## src/rtl/mont_precompute.sv

```systemverilog
// mont_precompute: bit-serial Montgomery operand prep; in base/exponent/modulo/valid_in, out base_mont/start_product/inv_modulo/R/exponent_out/modulo_out/valid_out/error_out/busy_out
module mont_precompute #(
  parameter int WIDTH = 16
) (
  input  logic             clk_in,
  input  logic             rst_in,
  input  logic [WIDTH-1:0] base,
  input  logic [WIDTH-1:0] exponent,
  input  logic [WIDTH-1:0] modulo,
  input  logic             valid_in,
  output logic [WIDTH-1:0] base_mont,
  output logic [WIDTH-1:0] start_product,
  output logic [WIDTH-1:0] inv_modulo,
  output logic [WIDTH:0]   R,
  output logic [WIDTH-1:0] exponent_out,
  output logic [WIDTH-1:0] modulo_out,
  output logic             valid_out,
  output logic             error_out,
  output logic             busy_out
);
  localparam int CW = $clog2(WIDTH);
  localparam logic [CW-1:0] LAST = CW'(WIDTH - 1);
  typedef enum logic [1:0] {IDLE, REDUCE, SCALE, DONE} state_t;
  state_t state, state_n;
  logic [CW-1:0] cnt, hi;
  logic [WIDTH-1:0] b, e, m, r, s, inv, t, r_n, s_n;
  logic [WIDTH:0] r2, s2;
  logic last, start, step;
  assign R = {1'b1, {WIDTH{1'b0}}};
  assign busy_out = state != IDLE;
  assign last = cnt == LAST;
  assign start = state == IDLE && valid_in && modulo[0];
  assign r2 = state == REDUCE ? {r, b[WIDTH-1]} : {r, 1'b0};
  assign s2 = {s, 1'b0};
  assign r_n = r2 >= {1'b0, m} ? WIDTH'(r2 - {1'b0, m}) : r2[WIDTH-1:0];
  assign s_n = s2 >= {1'b0, m} ? WIDTH'(s2 - {1'b0, m}) : s2[WIDTH-1:0];
  assign hi = cnt + 1'b1;
  assign step = !last && t[hi];
  always_comb begin
    state_n = state;
    case (state)
      IDLE:    state_n = start ? REDUCE : IDLE;
      REDUCE:  state_n = last ? SCALE : REDUCE;
      SCALE:   state_n = last ? DONE : SCALE;
      default: state_n = IDLE;
    endcase
  end
  always_ff @(posedge clk_in or posedge rst_in)
    if (rst_in) state <= IDLE;
    else state <= state_n;
  always_ff @(posedge clk_in or posedge rst_in) begin
    if (rst_in) begin
      {b, e, m, r, s, inv, t, cnt} <= '0;
      {base_mont, start_product, inv_modulo, exponent_out, modulo_out} <= '0;
      valid_out <= 1'b0;
      error_out <= 1'b0;
    end else begin
      valid_out <= 1'b0;
      error_out <= state == IDLE && valid_in && !modulo[0];
      if (start) begin
        b <= base;
        e <= exponent;
        m <= modulo;
        r <= '0;
        s <= modulo == WIDTH'(1) ? '0 : WIDTH'(1);
        inv <= WIDTH'(1);
        t <= modulo;
        cnt <= '0;
      end
      if (state == REDUCE || state == SCALE) begin
        cnt <= last ? '0 : cnt + 1'b1;
        r <= r_n;
      end
      if (state == REDUCE) begin
        b <= b << 1;
        inv <= step ? inv | (WIDTH'(1) << hi) : inv;
        t <= step ? t + (m << hi) : t;
      end
      if (state == SCALE) begin
        s <= s_n;
        if (last) begin
          base_mont <= r_n;
          start_product <= s_n;
          inv_modulo <= inv;
          exponent_out <= e;
          modulo_out <= m;
          valid_out <= 1'b1;
        end
      end
    end
  end
endmodule

```

## config.mk

```make
export PLATFORM = sky130hd
export DESIGN_NAME = mont_precompute
export DESIGN_NICKNAME = d
export VERILOG_FILES = /design/src/rtl/mont_precompute.sv
export SDC_FILE = /design/constraint.sdc
export NUM_CORES = 1
export LEC_CHECK = 0
export ABC_AREA = 1
export ABC_CLOCK_PERIOD_IN_PS = 5900
export BUFFER_PORTS_ARGS = -buffer_cell sky130_fd_sc_hd__buf_2
export CAP_MARGIN = 40
export CORE_ASPECT_RATIO = 1.4
export CORE_UTILIZATION = 53
export CTS_CLUSTER_SIZE = 24
export DETAILED_ROUTE_END_ITERATION = 10
export PLACE_DENSITY = 0.75
export SETUP_SLACK_MARGIN = 0.15
export SYNTH_ARGS = -nofsm -noshare
export SYNTH_HDL_FRONTEND = slang
export SYNTH_SLANG_ARGS = --single-unit
```

## constraint.sdc

```tcl
create_clock -name clk_in -period 5.9 [get_ports clk_in]
set_input_delay 0.295 -clock clk_in [delete_from_list [all_inputs] [get_ports clk_in]]
set_output_delay 0.295 -clock clk_in [all_outputs]
set_load 0.01 [all_outputs]
```

# Word level (Yosys, flattened, before mapping)
# Cells that the tools add are included.
[word_totals]
register_bits = 200
out_inout_bits = 100
word_cells = 72
[classes]
n_addsub = 4
order_cmp = 3
n_eq_ne = 5
shifts = 2
muxes = 27
n_bitwise = 1
reduce_logical = 14
[op_table]
columns = ["cell", "count"]
rows = [
  ["2-to-1 mux 16 bit", 14],
  ["greater-or-equal comparator 17 x 16 -> 1 bit", 2],
  ["subtractor 16 bit", 2],
  ["adder 16 bit", 1],
  ["equality test 16 x 1 -> 1 bit, second input constant", 1],
  ["OR 16 bit", 1],
  ["left shift 1 x 4 -> 16 bit, first input constant", 1],
  ["left shift 16 x 4 -> 16 bit", 1],
  ["2-to-1 mux 4 bit", 3],
  ["nonzero test 2 bit", 4],
  ["2-to-1 mux 1 bit", 7],
  ["case mux 2 bit (3 select lines)", 1],
  ["less-than comparator 4 x 5 -> 1 bit, second input constant", 1],
  ["adder 4 x 1 -> 4 bit, second input constant", 1],
  ["binary-select mux 1 bit (select 4 bit)", 1],
  ["equality test 4 bit, second input constant", 1],
  ["logical AND 1 bit", 4],
  ["AND reduction 2 bit", 2],
  ["equality test 2 x 1 -> 1 bit, second input constant", 1],
  ["equality test 2 bit, second input constant", 1],
  ["logical NOT 1 bit", 2],
  ["logical NOT 2 bit", 1],
  ["2-to-1 mux 2 bit", 1],
  ["!= test 2 bit, second input constant", 1],
  ["logical OR 1 bit", 1],
]

# Longest topological paths before layout
[depth]
depth_word = 6
mapped_depth = 24

# Worst setup path before layout
# No wires, ideal clock.
[synth_timing]
path_kind = "reg2reg"
start = "reg cnt[0]"
end = "reg t[8]"
setup_ns = 0.117
arrival_ns = 2.961
t_required_ns = 5.783
setup_slack_ns = 2.822
path_stages_with_launch = 19
n_path_buf = 3
synth_period_minus_slack_ns = 3.078
cell_sequence = "dfrtp_1 -> inv_1 -> buf_2 -> ha_1 -> buf_2 -> buf_2 -> nor2_1 -> nand2_1 -> nor2_1 -> ha_1 -> fa_1 -> nand2_1 -> nand3_1 -> and2_1 -> a21oi_1 -> xor2_1 -> o21ai_0 -> nand2_1 -> nand2_1"
[synth_between]
elab_chain_len = 6
elab_cells_between_ends = 12
classes_between = "add/sub: 2; eq/ne: 2; shift: 1; mux: 4; reduce/logical: 3"
[synth_lines]
columns = ["element", "line_no", "rtl"]
rows = [
  ["start: declaration", "25", "logic [CW-1:0] cnt, hi;"],
  ["start signal: assignment", "71", "cnt <= last ? '0 : cnt + 1'b1;"],
  ["branches (longest 6 deep; another with adder 16 bit)", "--", ""],
  ["end signal: assignment", "67", "t <= modulo;"],
  ["end signal: assignment", "77", "t <= step ? t + (m << hi) : t;"],
  ["end: declaration", "26", "logic [WIDTH-1:0] b, e, m, r, s, inv, t, r_n, s_n;"],
]
# Several ways; the timed one is not identified. The select of a mux whose other input is x is not followed.
# A chain may end at the register's enable or synchronous reset.

# Final worst setup path
[layout_timing]
start = "reg cnt[0]"
end = "reg t[10]"
# Same word-level chain as after synthesis.

==> impl_metrics.tcl <==
set metrics [dict create \
    ys_types 48 \
    pre_cts_slack_ns 1.55 \
    worst-setup-path-type "flop to flop" \
    status "completed" \
    cts_tree "done" \
    antenna_left 0 \
    rsz0062_at_grt "no" \
    ys_warn_count 0 \
    startpoint_type "flop" \
    fmax_mhz 226 \
    power_density_nw_per_um2 663 \
    setup_ws_ns 1.47 \
    grt_pass1_vias 10800 \
    grt_max_degree 97 \
    fin_setup_tns_ns 0 \
    seq_area_frac_synth 0.410 \
    num_vias 11200 \
    required_ns 6.25 \
    r2r_slack_ns 1.47 \
    dieArea_um2 23700 \
    cts_root_buf "clkbuf_16" \
    start_util 0.540 \
    yosysTopAreaCellShare 0.410 \
    period_minus_slack_ns 4.43 \
    worstPathArrival_ns 4.78 \
    hold_buffers 1 \
    post-dp-hpwl_mm 25.1 \
    leakage_uw 0.00732 \
    ys_seq_elements 200 \
    finalCritPeriodShare 0.751 \
    die_height_um 182 \
    numCtsBuffers 17 \
    layout.nets 1860 \
    rr_endpoint "t[10]$_DFFE_PP0P_" \
    synth_edf_count 0 \
    row_count 65 \
    top_level_ports 151 \
    drt_iter0_markers 756 \
    synth_area_leaders "dfrtp_1, nand2_1, nand3_1, ha_1, o21ai_0" \
    syn_to_final_growth_pct 11.2 \
    use_met3 0.0436 \
    portBuffers 133 \
    via_per_inst 5.40 \
    worstReg2RegStart "cnt[0]$_DFFE_PP0P_" \
    syn_inst 1653 \
    cts_resized 0 \
    cts_buffer_depth 2 \
    clkTransAtPathRegs_ns 0.07 \
    fin_util 0.601 \
    min_path_type "input port to flop" \
    path_max_fanout 23 \
    hold_depth 3 \
    drive_above_1_share 0.132 \
    clock-skew-final_ns 0.00855 \
    final-hold-violation-count 0 \
    r2r_cells 17 \
    drt-total-wl_mm 34.1 \
    antenna_found_initial 1 \
    clock_sinks 200 \
    async_flop_share 1.00 \
    slew_headroom 0.432 \
    cts_setup_buffers 0 \
    worst_pin_slew_ns 0.852 \
    hold_start "exponent[5]" \
    gr-usage-all-layers 0.304 \
    gp_congestion 0.930 \
    dpl-instance-area_um2 13000 \
    clk_latency_ns 0.45 \
    wl_per_cell_um 16.5 \
    cap_violations 0 \
    drc 0 \
    grt_first_pass_wirelength_mm 54.7 \
    core_area_um2 22600 \
    top_usage_layer "met2" \
    h-tree-depth 4 \
    die_w_um 130 \
    setup_viol 0 \
    overflow 0 \
    avgSynthCellArea_um2 7.39 \
    detail_route.first_pass.iterations 6 \
    synth_top_cell_by_area "dfrtp_1" \
    use_met2 0.539 \
    ir_worst_vdd_mv 0.522 \
    use_met1 0.352 \
    critical_path.endpoint_type "flop" \
    netlist_area_um2 12200 \
    drv_slew 0 \
    design_area_um2 13600 \
    synthFlopType "dfrtp_1" \
    whs_endpoint "e[5]$_DFFE_PP0P_" \
]
logic make-up after synthesis:
kind of cell / after synthesis / share of synthesized area
and+or+nand+nor: 921 / 0.330
buffers and inverters: 231 / 0.0853
AOI/OAI and AO/OA: 215 / 0.0936
DFF: 200 / 0.410
adders and majority gates: 59 / 0.0623
xor gates and xnor gates: 25 / 0.0185
other: 2 / 0.000615
worst max-delay path by stage:
| stage | from | end | slack [ns] |
|---|---|---|---|
| after floorplan | rst_in | b[0]$_DFFE_PP0P_ | 0.15 |
| after global placement | cnt[0]$_DFFE_PP0P_ | t[10]$_DFFE_PP0P_ | 1.59 |
| after detailed placement | cnt[0]$_DFFE_PP0P_ | t[10]$_DFFE_PP0P_ | 1.55 |
| after CTS | cnt[0]$_DFFE_PP0P_ | t[10]$_DFFE_PP0P_ | 1.56 |
| after global routing | cnt[0]$_DFFE_PP0P_ | t[15]$_DFFE_PP0P_ | 1.04 |
| final | cnt[0]$_DFFE_PP0P_ | t[10]$_DFFE_PP0P_ | 1.47 |
synth_stat cells (2+ instances only):
cell type    n
nand2_1    605
dfrtp_1    200
nand3_1    157
inv_1      137
o21ai_0    114
nor2_1      78
a21oi_1     69
ha_1        56
clkbuf_1    34
nand4_1     23
buf_4       21
buf_2       16
xnor2_1     13
nand2_4     11
xor2_1      11
inv_2       10
buf_6        8
o211ai_1     8
o21ai_1      8
nand2_2      7
nor2_4       7
nand3_2      6
nand3b_1     5
nor3_1       5
a21o_1       4
and2_1       4
buf_1        3
fa_1         3
nand4_4      3
nor2_2       3
nor4_1       3
a31oi_1      2
conb_1       2
o21bai_1     2
o22ai_1      2
worst max-delay path: stages, from the launching register on:
cell and delay (ns):
dfrtp_1 0.73, inv_1 0.42, ha_1 0.88, inv_2 0.29, o21ai_0 0.29, nand2_1 0.08, nand3_1 0.09, o21ai_0 0.10
ha_1 0.36, nand2_1 0.11, nor2_1 0.31, nand3_1 0.21, nand3_1 0.13, nand2_1 0.05, nand3_1 0.06, o21ai_0 0.08
nand2_1 0.07, nand2_1 0.05
area by class of cell:
cell class | count | area [µm²]
multi-input combinational | 1237 | 6230
sequential | 200 | 5000
clock inverter | 12 | 163
tap | 301 | 377
timing repair buffer | 146 | 790
inverter | 148 | 564
clock buffer | 20 | 457
antenna | 1 | 2.50
fill | 2161 | 9020
through the flow:
step,total power (µW),std cells,hold slack (ns)
after CTS,8980,2064,0.0340
after floorplan,6480,1668,0.361
final,9010,2065,0.0456
after global placement,7650,2028,0.401
after detailed placement,7710,2031,0.406
after global routing,9840,2065,0.0471
routing by layer:
layer / wire (µm) / share of wire / up-vias
met1: 13800 / 0.40 / 5318
met4: 1490 / 0.044 / 0
met3: 1130 / 0.033 / 89
met5: 0 / 0 / -
met2: 17700 / 0.52 / 276
li1: - / - / 5469
registers in the layout, summed over array words and instances, names as in the netlist, 2 cells and up:
signal         cells
r                 16
exponent_out      16
cnt                4
inv_modulo        16
state              2
t                 16
base_mont         16
s                 16
modulo_out        16
b                 16
m                 16
inv               16
e                 16
start_product     16
power by group:
| part | internal (µW) | leakage, µW | switching, µW |
|---|---|---|---|
| combinational | 1890 | 0.00460 | 3830 |
| clock | 698 | 0.000304 | 550 |
| sequential | 1750 | 0.00241 | 291 |
placed cells by master, fill, tap and decap left out, drive strengths merged, types with 20 or more instances in the layout:
master and instances:
inv 151, ha 56, clkbuf 20, dfrtp 200, o21ai 122, nand2 623
buf 145, nand3 164, nor2 88, nand4 26, a21oi 70
Power figures use the tool's default switching activity.
